--- src/rtl/flash_pkg.sv ---
// Shared flash definitions: default widths, reader FSM states,
// and flash manager mode constants used by manager clients.
package flash_pkg;

   localparam int FLASH_ADDR_W = 23;
   localparam int FLASH_DATA_W = 16;

   localparam logic WRITEMODE_READ = 1'b0;

   typedef enum logic [1:0] {
      RD_IDLE,
      RD_ISSUE,
      RD_WAIT,
      RD_ABORT
   } rd_state_e;

   typedef enum logic [1:0] {
      MGR_IDLE  = 2'd0,
      MGR_INIT  = 2'd1,
      MGR_WRITE = 2'd2,
      MGR_READ  = 2'd3
   } mgr_mode_e;

endpackage

--- src/rtl/flash_stream_reader_if.sv ---
// Reader bus: manager read port on one side, sample
// stream towards the consumer on the other.
interface flash_stream_reader_if
   import flash_pkg::*;
#(
   parameter int ADDR_W = FLASH_ADDR_W,
   parameter int DATA_W = FLASH_DATA_W
) ();

   logic              writemode;
   logic [ADDR_W-1:0] raddr;
   logic              doread;
   logic              mgr_busy;
   logic [DATA_W-1:0] mgr_rdata;
   logic [DATA_W-1:0] sample;
   logic              sample_valid;
   logic              sample_ready;

   modport master (
      output writemode,
      output raddr,
      output doread,
      input  mgr_busy,
      input  mgr_rdata,
      output sample,
      output sample_valid,
      input  sample_ready
   );

   modport slave (
      input  writemode,
      input  raddr,
      input  doread,
      output mgr_busy,
      output mgr_rdata,
      input  sample,
      input  sample_valid,
      output sample_ready
   );

endinterface

--- src/rtl/stream_fifo.sv ---
// Synchronous show-ahead FIFO; head word is visible while
// non-empty, flush empties it in one cycle.
module stream_fifo
   import flash_pkg::*;
#(
   parameter int DATA_W     = FLASH_DATA_W,
   parameter int FIFO_DEPTH = 8,
   localparam int PTR_W     = $clog2(FIFO_DEPTH),
   localparam int CNT_W     = $clog2(FIFO_DEPTH) + 1
) (
   input  logic              clk,
   input  logic              rst,
   input  logic              i_push,
   input  logic [DATA_W-1:0] i_data,
   input  logic              i_pop,
   input  logic              i_flush,
   output logic [DATA_W-1:0] o_data,
   output logic [CNT_W-1:0]  o_count,
   output logic              o_empty,
   output logic              o_full
);

   logic [DATA_W-1:0] r_mem [FIFO_DEPTH];
   logic [PTR_W-1:0]  r_wptr;
   logic [PTR_W-1:0]  r_rptr;
   logic [CNT_W-1:0]  r_count;
   logic              w_do_push;
   logic              w_do_pop;

   assign o_empty   = (r_count == '0);
   assign o_full    = (r_count == CNT_W'(FIFO_DEPTH));
   assign o_count   = r_count;
   assign o_data    = r_mem[r_rptr];
   assign w_do_pop  = i_pop & ~o_empty;
   assign w_do_push = i_push & (~o_full | w_do_pop);

   // Storage write; contents need no reset.
   always_ff @(posedge clk) begin
      if (w_do_push && !i_flush) begin
         r_mem[r_wptr] <= i_data;
      end
   end

   // Pointer and occupancy bookkeeping.
   always_ff @(posedge clk) begin
      if (rst || i_flush) begin
         r_wptr  <= '0;
         r_rptr  <= '0;
         r_count <= '0;
      end else begin
         if (w_do_push) begin
            r_wptr <= r_wptr + PTR_W'(1);
         end
         if (w_do_pop) begin
            r_rptr <= r_rptr + PTR_W'(1);
         end
         unique case ({w_do_push, w_do_pop})
            2'b10:   r_count <= r_count + CNT_W'(1);
            2'b01:   r_count <= r_count - CNT_W'(1);
            default: r_count <= r_count;
         endcase
      end
   end

endmodule

--- src/rtl/flash_stream_reader.sv ---
// Streams a flash word range through the manager read port
// into a prefetch FIFO, optionally looping over the range.
module flash_stream_reader
   import flash_pkg::*;
#(
   parameter int ADDR_W     = FLASH_ADDR_W,
   parameter int DATA_W     = FLASH_DATA_W,
   parameter int FIFO_DEPTH = 8
) (
   input  logic                clock,
   input  logic                reset,
   input  logic                start,
   input  logic                stop,
   input  logic                loop,
   input  logic [ADDR_W-1:0]   start_addr,
   input  logic [ADDR_W-1:0]   end_addr,
   output logic                active,
   output logic                done,
   flash_stream_reader_if.master bus
);

   localparam int CNT_W = $clog2(FIFO_DEPTH) + 1;

   rd_state_e         r_state;
   rd_state_e         w_state_nxt;
   logic [ADDR_W-1:0] r_raddr;
   logic [ADDR_W-1:0] w_raddr_nxt;
   logic [ADDR_W-1:0] r_start;
   logic [ADDR_W-1:0] w_start_nxt;
   logic [ADDR_W-1:0] r_end;
   logic [ADDR_W-1:0] w_end_nxt;
   logic              r_loop;
   logic              w_loop_nxt;
   logic              r_pend;
   logic              w_pend_nxt;
   logic              r_done;
   logic              w_done_nxt;

   logic              w_start_ok;
   logic              w_room;
   logic              w_doread;
   logic              w_capture;
   logic              w_flush;
   logic              w_push;
   logic              w_pop;
   logic [DATA_W-1:0] w_head;
   logic [CNT_W-1:0]  w_count;
   logic              w_empty;
   logic              w_full;

   assign w_start_ok = start & (start_addr <= end_addr);
   assign w_room     = (w_count < CNT_W'(FIFO_DEPTH));
   assign w_push     = w_capture & ~w_full;
   assign w_pop      = ~w_empty & bus.sample_ready;

   assign bus.writemode    = WRITEMODE_READ;
   assign bus.raddr        = r_raddr;
   assign bus.doread       = w_doread;
   assign bus.sample       = w_head;
   assign bus.sample_valid = ~w_empty;
   assign active           = (r_state != RD_IDLE);
   assign done             = r_done;

   stream_fifo #(
      .DATA_W     (DATA_W),
      .FIFO_DEPTH (FIFO_DEPTH)
   ) u_fifo (
      .clk     (clock),
      .rst     (reset),
      .i_push  (w_push),
      .i_data  (bus.mgr_rdata),
      .i_pop   (w_pop),
      .i_flush (w_flush),
      .o_data  (w_head),
      .o_count (w_count),
      .o_empty (w_empty),
      .o_full  (w_full)
   );

   // State, address and latched range registers.
   always_ff @(posedge clock) begin
      if (reset) begin
         r_state <= RD_IDLE;
         r_raddr <= '0;
         r_start <= '0;
         r_end   <= '0;
         r_loop  <= 1'b0;
         r_pend  <= 1'b0;
         r_done  <= 1'b0;
      end else begin
         r_state <= w_state_nxt;
         r_raddr <= w_raddr_nxt;
         r_start <= w_start_nxt;
         r_end   <= w_end_nxt;
         r_loop  <= w_loop_nxt;
         r_pend  <= w_pend_nxt;
         r_done  <= w_done_nxt;
      end
   end

   // Next-state, read request and FIFO control decode.
   always_comb begin
      w_state_nxt = r_state;
      w_raddr_nxt = r_raddr;
      w_start_nxt = r_start;
      w_end_nxt   = r_end;
      w_loop_nxt  = r_loop;
      w_pend_nxt  = r_pend;
      w_done_nxt  = 1'b0;
      w_doread    = 1'b0;
      w_capture   = 1'b0;
      w_flush     = 1'b0;
      unique case (r_state)
         RD_IDLE: begin
            if (stop) begin
               w_pend_nxt = 1'b0;
               w_flush    = 1'b1;
            end else begin
               if (w_start_ok) begin
                  w_start_nxt = start_addr;
                  w_end_nxt   = end_addr;
                  w_loop_nxt  = loop;
                  w_pend_nxt  = 1'b1;
               end
               // A start seen while the manager is busy waits here.
               if ((w_start_ok || r_pend) && !bus.mgr_busy) begin
                  w_state_nxt = RD_ISSUE;
                  w_raddr_nxt = w_start_ok ? start_addr : r_start;
                  w_pend_nxt  = 1'b0;
                  w_flush     = 1'b1;
               end
            end
         end
         RD_ISSUE: begin
            w_doread = w_room;
            if (w_room && bus.mgr_busy) begin
               w_state_nxt = stop ? RD_ABORT : RD_WAIT;
               w_flush     = stop;
            end else if (stop) begin
               w_state_nxt = RD_IDLE;
               w_flush     = 1'b1;
            end
         end
         RD_WAIT: begin
            if (stop) begin
               w_state_nxt = RD_ABORT;
               w_flush     = 1'b1;
            end else if (!bus.mgr_busy) begin
               w_capture = 1'b1;
               if (r_raddr == r_end) begin
                  if (r_loop) begin
                     w_raddr_nxt = r_start;
                     w_state_nxt = RD_ISSUE;
                  end else begin
                     w_done_nxt  = 1'b1;
                     w_state_nxt = RD_IDLE;
                  end
               end else begin
                  w_raddr_nxt = r_raddr + ADDR_W'(1);
                  w_state_nxt = RD_ISSUE;
               end
            end
         end
         RD_ABORT: begin
            // The in-flight word is dropped once the manager settles.
            if (!bus.mgr_busy) begin
               w_state_nxt = RD_IDLE;
               w_flush     = 1'b1;
            end
         end
         default: w_state_nxt = RD_IDLE;
      endcase
   end

endmodule

--- src/flat_wrapper.sv ---
// flat-port wrapper written by rule: the top's interface ports become plain ports
module flash_stream_reader_flat import flash_pkg::*;
#(
   parameter int ADDR_W     = FLASH_ADDR_W,
   parameter int DATA_W     = FLASH_DATA_W,
   parameter int FIFO_DEPTH = 8
)
  (clock, reset, start, stop, loop, start_addr, end_addr, active, done, bus_writemode, bus_raddr, bus_doread, bus_mgr_busy, bus_mgr_rdata, bus_sample, bus_sample_valid, bus_sample_ready);
  flash_stream_reader_if #(.ADDR_W(ADDR_W), .DATA_W(DATA_W)) bus_i ();
  input  logic clock;
  input  logic reset;
  input  logic start;
  input  logic stop;
  input  logic loop;
  input  logic [ADDR_W-1:0] start_addr;
  input  logic [ADDR_W-1:0] end_addr;
  output logic active;
  output logic done;
  output wire logic [$bits(bus_i.writemode)-1:0] bus_writemode;
  output wire logic [$bits(bus_i.raddr)-1:0] bus_raddr;
  output wire logic [$bits(bus_i.doread)-1:0] bus_doread;
  input wire logic [$bits(bus_i.mgr_busy)-1:0] bus_mgr_busy;
  input wire logic [$bits(bus_i.mgr_rdata)-1:0] bus_mgr_rdata;
  output wire logic [$bits(bus_i.sample)-1:0] bus_sample;
  output wire logic [$bits(bus_i.sample_valid)-1:0] bus_sample_valid;
  input wire logic [$bits(bus_i.sample_ready)-1:0] bus_sample_ready;
  assign bus_writemode = bus_i.writemode;
  assign bus_raddr = bus_i.raddr;
  assign bus_doread = bus_i.doread;
  assign bus_i.mgr_busy = bus_mgr_busy;
  assign bus_i.mgr_rdata = bus_mgr_rdata;
  assign bus_sample = bus_i.sample;
  assign bus_sample_valid = bus_i.sample_valid;
  assign bus_i.sample_ready = bus_sample_ready;
  flash_stream_reader #(.ADDR_W(ADDR_W), .DATA_W(DATA_W), .FIFO_DEPTH(FIFO_DEPTH)) u_core (.clock(clock), .reset(reset), .start(start), .stop(stop), .loop(loop), .start_addr(start_addr), .end_addr(end_addr), .active(active), .done(done), .bus(bus_i));
endmodule
--- config.mk ---
export PLATFORM = sky130hd
export DESIGN_NAME = flash_stream_reader_flat
export DESIGN_NICKNAME = d
export VERILOG_FILES = /design/src/rtl/flash_pkg.sv /design/src/rtl/flash_stream_reader_if.sv /design/src/rtl/stream_fifo.sv /design/src/rtl/flash_stream_reader.sv /design/src/flat_wrapper.sv
export SDC_FILE = /design/constraint.sdc
export NUM_CORES = 1
export LEC_CHECK = 0
export CORE_MARGIN = 3
export CORE_UTILIZATION = 35
export DETAILED_ROUTE_END_ITERATION = 16
export DONT_BUFFER_PORTS = 1
export PLACE_DENSITY_LB_ADDON = 0.15
export SLEW_MARGIN = 20
export SYNTH_ARGS = -nofsm -noshare
export SYNTH_HDL_FRONTEND = slang
export SYNTH_SLANG_ARGS = --single-unit
export TNS_END_PERCENT = 30
--- constraint.sdc ---
create_clock -name clock -period 6.5 [get_ports clock]
set_clock_uncertainty 0.2 [all_clocks]
set_input_delay 1.95 -clock clock [delete_from_list [all_inputs] [get_ports clock]]
set_output_delay 1.95 -clock clock [all_outputs]
set_load 0.1 [all_outputs]
# After elaboration in Yosys (flattened, before gate mapping)
# Memory sizes are Yosys's and may differ from the RTL's. A register that Yosys moved wholly into a read port is not among the register bits.
# Cells that the tools add are included.
# totals
regBits,84
latch_bits,0
ram_bits,128
romBits,0
in_bits,69
out_inout_bits,44
wordCells,100
mem_count,1
# op_classes
addsub,5
multipliers,0
n_div,0
magnitude_cmp,2
n_eq_ne,15
n_shift,0
mux,37
n_bitwise,11
n_reduce_logical,19
# memory_table
name,words,word_bits,read_ports,rd_ports_with_merged_regs,wr,line_no,text
u_core.u_fifo.r_mem,8,16,1,1,1,stream_fifo.sv:23,logic [DATA_W-1:0] r_mem [FIFO_DEPTH];
# op_table
operator,count
$mux 23,7
$pmux 23 s2,1
$add 23x1->23 const B,1
$eq 23x23->1,1
$le 23x23->1,1
$mux 1,17
$mux 2,7
$ne 2x2->1 const B,4
$pmux 2 s4,1
$pmux 4 s2,1
$add 3x1->3 const B,2
$eq 2x2->1 const B,3
$mux 3,2
$ne 3x2->1 const B,2
$reduce_and 6->1,1
$reduce_bool 2->1,3
$and 1x1->1,5
$not 1->1,5
$reduce_and 5->1,1
$reduce_or 5->1,1
$add 4x1->4 const B,1
$eq 2x1->1 const B,2
$eq 4x4->1 const B,1
$logic_not 4->1,1
other kinds (13),18

# Longest topological paths before layout
# Gate-level depths: netlist of the first run.
# logic_depth
word_depth,11
depth_mapped,14
depth_no_buf,13

# By module
# Synthesis of the first run repeated with hierarchy kept, for this count alone.
# hier_totals
cells_unflattened,902
hier_area_um2,10630.2
# by_module_without_submodules
module,n_inst,cells_per_inst,area_each_um2,seq_area_each_um2
stream_fifo,1,272,5715.5,4103.9
flash_stream_reader,1,630,4914.7,1481.4

# Worst setup path before layout of the first run
# No wires, ideal clock.
# synth_path
kind,input to register
startpoint,input port end_addr[21]
endpoint,"memory u_core.u_fifo.r_mem[1][0] (netlist bit), enable pin"
setup_ns,0.409
t_arrival_ns,4.860
path_slack_ns,1.030
path_stages,9
n_path_buf,0
cell_sequence,inv_1 ha_1 nand4_2 nor4_2 o21a_1 nor4_4 o41ai_1 nand3_1 nor3_1
# synth_via
elab_chain_len,11
# synth_lines
item,line_no,text
start: declaration,flat_wrapper.sv:16,input logic [ADDR_W-1:0] end_addr;
$le 23x23->1,flash_stream_reader.sv:51,assign w_start_ok = start & (start_addr <= end_addr);
$and 1x1->1,flash_stream_reader.sv:51,
$logic_or 1x1->1,flash_stream_reader.sv:126,if ((w_start_ok || r_pend) && !bus.mgr_busy) begin
$logic_and 1x1->1,flash_stream_reader.sv:126,
$mux 1,flash_stream_reader.sv:126,
$mux 1,flash_stream_reader.sv:115,if (stop) begin
$pmux 1 s4,flash_stream_reader.sv:113,unique case (r_state)
$logic_not 1->1,stream_fifo.sv:39,if (w_do_push && !i_flush) begin
$logic_and 1x1->1,stream_fifo.sv:39,
$mux 1,stream_fifo.sv:39,
$mux 1 (implied by the code),stream_fifo.sv:40,r_mem[r_wptr] <= i_data;
end: declaration,stream_fifo.sv:23,
# No other way between the ends.

==> metrics, run 1 <==
status finished, final reports clean; Setup TNS Final 0 ps; slowest CP cell dfxtp_2; Slew headroom 22.7%; row count 62; NumNets Final 998; WP buf/inv 1; Via density 5.23; Startpoint Class flop; drt initial violations 414; Post-synth EDFFs 128; type of the most critical hold path reg2reg; Die H 177 µm; worst stage delay on the critical path 960 ps; CP top delay family multiplexers; grt total ovfl 0; Bufs on Longest Clock Path 3; Clock Latency Late Sink 530 ps; PD cells 288 mW/mm²; Worst setup EP type output port; Max Cap Violations 0; post-layout utilization of the core 40.4%; fmax 0.199 GHz; CTS tree built; R2R cell count 9; CTS buffer count 25; Syn Std Cell Area 0.0103 mm²; Syn Area/Cell 11.7 µm²; Worst VDD drop 0.172 mV; Worst path depth 3; top sig layer met4; Antenna Cells 0; Synth Net Count 984; Die ar. 0.0315 mm²; largest net degree at the start of global routing 69; core box area 0.0289 mm²; Yosys warnings 0; DP Area 0.0108 mm²; drt first pass iters 5; met2 WL 12700 µm; first-pass GRT wire length 42700 µm; Final ANT Viol Nets 0; Crit Path Category reg2out; data required time of the worst path 4350 ps; worst hold slack 252 ps; Yosys cell types 62; routed len/inst 21.3 µm; met1 WL 12300 µm; clock sinks 215; fin crit share 77.3%; CTS H-tree depth 1; clk root buf clkbuf_16; Final Hold Fails 0; crit-path max FO 26; max-slew violations 0; Pleak 3.91 nW; die width 177 µm; CP arrival 2870 ps; # DRC 0; RSZ-0062 raised after global routing false; cell area after layout 0.0117 mm²; Ports 113; met3 WL post-DR 2060 µm; HPWL Detailed 18600 µm; fin crit period 5020 ps; final setup violation count 0; share of layout cells above drive strength 1 16.8%; GP Congestion 0.810; Worst Hold Depth 2; drt total wl 27600 µm; ys async rst share 0%; clk slew on worst S/H paths 60 ps; total track usage 17.6%; Seq/Total Area, Yosys 54.3%; initial antenna violation count 0; Vias 6791; FF+latch count, synth 215; postcts setup bufs 0; area grow syn2layout 13.4%; post-cts gate resize count 0; hold buffers post-CTS 0; measured slew at the worst slew-check pin 1160 ps; Main synth FF type edfxtp_1; post-synthesis cell count 881; number of global-route vias before repair 6877; Initial Utilization 35.6%; Port-buffer cells 0; worst path cell trace buf_4 > mux4_2 > mux2_2
## worst paths after layout
| kind | slack [ps] | end | startpoint |
|---|---|---|---|
| max | 1480 | bus_sample[1] | flop |
| min | 250 | u_core.r_start[22] | u_core.r_start[22] |
| max reg2reg | 2410 | u_core.bus.raddr[19] | u_core.bus.raddr[2] |
| min reg2reg | 250 | u_core.r_start[22] | u_core.r_start[22] |
## worst reg2reg max path, cell delays in order, from the launching register on
cell and delay [ps]:
dfxtp_1 1080, xnor2_1 280, nand4_1 150, nor4_2 480, nand2_1 260, o221ai_2 210
buf_4 350, or2_1 490, buf_4 340, o41ai_1 120
## report_power, final
group / switching (mW) / total (mW) / internal [mW]
sequential: 0.0339 / 1.51 / 1.47
combinational: 0.311 / 0.433 / 0.121
clock: 0.555 / 1.42 / 0.862
## synth_stat cells, drive strengths merged, types with 22 or more instances
master / count / area share, %
edfxtp: 128 / 37
nand2: 122 / 4.5
dfxtp: 87 / 17
a21oi: 73 / 3.6
inv: 53 / 1.9
nor2: 43 / 1.6
xnor2: 42 / 3.6
ha: 33 / 4.0
clkbuf: 32 / 1.2
mux4: 32 / 7.0
o21ai: 25 / 1.2
o211ai: 23 / 1.7
buf: 22 / 1.5
## area by class of cell
class | count | area, µm²
multi-input combinational | 559 | 4250
sequential | 215 | 5590
fill | 2757 | 17200
tap | 384 | 480
inverter | 53 | 199
clock buffer | 35 | 693
timing repair buffer | 41 | 308
clock inverter | 11 | 138
## metrics by stage
| stage | power, mW | setup WS (ps) | std cells |
|---|---|---|---|
| after floorplan | 1.87 | 1030 | 881 |
| after global placement | 1.97 | 1370 | 1252 |
| after detailed placement | 1.97 | 1220 | 1252 |
| after CTS | 3.40 | 1320 | 1298 |
| after global routing | 3.49 | 1260 | 1298 |
| final | 3.36 | 1480 | 1298 |
## sequential cells by signal (all words and copies together), names as in the netlist, named ones only
name / count
u_core.bus.raddr: 23
u_core.done: 1
u_core.r_end: 23
u_core.r_loop: 1
u_core.r_pend: 1
u_core.r_start: 23
u_core.r_state: 2
u_core.u_fifo.o_count: 4
u_core.u_fifo.r_mem: 128
u_core.u_fifo.r_rptr: 3
u_core.u_fifo.r_wptr: 3
## layer usage
layer	vias up	global-route usage, %
met5	-	0
met4	0	3.53
met3	33	5.16
met2	153	27.8
met1	3336	24.3
li1	3269	-
## placed cells by master, fill, tap and decap left out, types with 15 or more instances in the layout
master     count
a21oi_1       72
buf_4         41
clkbuf_16     25
dfxtp_1       85
edfxtp_1     128
ha_1          33
inv_1         53
mux2_2        16
mux4_2        32
nand2_1      122
nand4_1       16
nor2_1        43
o211ai_1      23
o21ai_0       15
xnor2_1       42
## cells by family (layout without fill, tap and decap cells)
| kind of cell | after synthesis | count (layout) | share of synthesized area [%] |
|---|---|---|---|
| simple gates | 230 | 230 | 10.4 |
| flops | 215 | 215 | 54.3 |
| compound gates | 193 | 193 | 13.2 |
| buf+inv | 107 | 140 | 4.60 |
| xor+xnor | 52 | 52 | 4.43 |
| mux | 49 | 49 | 8.86 |
| fa+ha+maj | 34 | 34 | 4.21 |
| other cells | 1 | 1 | 0.0365 |
Power figures use the tool's default switching activity.
==> run 2, diff against run 1 <==
==> constraint.sdc (replaced) <==
create_clock -name clock -period 4.85 [get_ports clock]
set_clock_uncertainty 0.2 [all_clocks]
set_input_delay 1.455 -clock clock [delete_from_list [all_inputs] [get_ports clock]]
set_output_delay 1.455 -clock clock [all_outputs]
set_load 0.1 [all_outputs]
==> metrics, run 2 (synthesis results as in run 1) <==
status finished, final reports clean; clk slew on worst S/H paths 60 ps; largest net degree at the start of global routing 69; drt initial violations 385; sequential power share 45.0%; CP arrival 2530 ps; die width 177 µm; Sw Pwr 1.23 mW; Bufs on Longest Clock Path 3; area grow syn2layout 14.1%; PD cells 379 mW/mm²; number of global-route vias before repair 6878; max reg flops 128; first-pass GRT wire length 43000 µm; postcts setup bufs 0; post-layout utilization of the core 40.7%; clock sinks 215; Die ar. 0.0315 mm²; Initial Utilization 35.6%; Setup TNS Final 0 ps; fmax 0.239 GHz; sequential cell area 0.00559 mm²; total chip power 4.45 mW; Port-buffer cells 0; Pleak 3.97 nW; Max Cap Violations 0; max-slew violations 0; most frequent cells in the layout edfxtp_1 (128), nand2_1 (122), dfxtp_1 (86), a21oi_1 (72); Via density 5.20; grt total ovfl 0; Antenna Cells 0; Ports 113; post-cts gate resize count 0; DP Area 0.0109 mm²; row count 62; fill count 2801; HPWL Detailed 19000 µm; Vias 6812; NumNets Final 1011; CTS buffer count 25; routed len/inst 21.2 µm; clk root buf clkbuf_16; core box area 0.0289 mm²; crit-path max FO 32; Final Hold Fails 0; RSZ-0062 raised after global routing false; CTS tree built; CTS H-tree depth 1; total track usage 17.7%; cell area after layout 0.0117 mm²; data required time of the worst path 3190 ps; Clk pwr share 41.2%; Worst setup EP type output port; Crit Path Category reg2out; measured slew at the worst slew-check pin 1100 ps; Startpoint Class flop; Net Sw Frac 27.6%; Slew headroom 27.0%; initial antenna violation count 0; multi-input logic area 0.00425 mm²; worst hold slack 252 ps; fin crit period 4180 ps; DP Worst Slack 257 ps; type of the most critical hold path reg2reg; drt first pass iters 5; internal reg-to-reg setup slack 1440 ps; Int Power 3.22 mW; placed cells 1265; final setup margin 668 ps; Comb power frac 13.8%; fin crit share 86.2%; Largest Register u_core.u_fifo.r_mem; Worst VDD drop 0.265 mV; Final ANT Viol Nets 0; Die H 177 µm; share of layout cells above drive strength 1 18.0%; Clock Latency Late Sink 540 ps; most common cell after layout, fill and taps aside edfxtp_1; hold buffers post-CTS 0; GP Congestion 0.790; # DRC 0; final setup violation count 0; drt total wl 27800 µm; non-filler cells, final 1311
[run 2: power by group through the flow]
stage / Combinational, mW / Clock [mW] / Sequential (mW)
after floorplan: 0.379 / 0 / 2.12
after global placement: 0.613 / 0 / 2.04
after detailed placement: 0.611 / 0 / 2.04
after CTS: 0.614 / 1.88 / 2.00
after global routing: 0.665 / 1.95 / 2.00
final: 0.614 / 1.83 / 2.00
[run 2: final cells by class]
type                    instances  share of cell area, %
repair buffers                 54                   3.56
multi-input cells             559                   36.2
clock buffers                  36                   6.02
well taps                     384                   4.09
flip-flops and latches        215                   47.6
inverters                      53                   1.70
clock inverters                10                  0.789
[run 2: critical path, stage by stage, from the launching register on]
cell and delay, ps:
dfxtp_2 320, buf_4 530, mux4_2 610, mux2_2 510
[run 2: final timing paths]
| kind | from | endpoint | cells past startpoint |
|---|---|---|---|
| hold / removal | u_core.r_start[7] | u_core.r_start[7] | 2 |
| hold reg to reg | u_core.r_start[7] | u_core.r_start[7] | 2 |
| setup reg to reg | u_core.bus.raddr[2] | u_core.bus.raddr[12] | 9 |
| setup / recovery | flop | bus_sample[2] | 3 |
[run 2: routing by layer]
layer  vias up  GRT usage (%)  share of wire, %
met1      3333           24.9                46
met2       156           27.6                45
met5         -              0                 0
li1       3288              -                 -
met4         0           3.40               1.5
met3        35           4.71               6.7
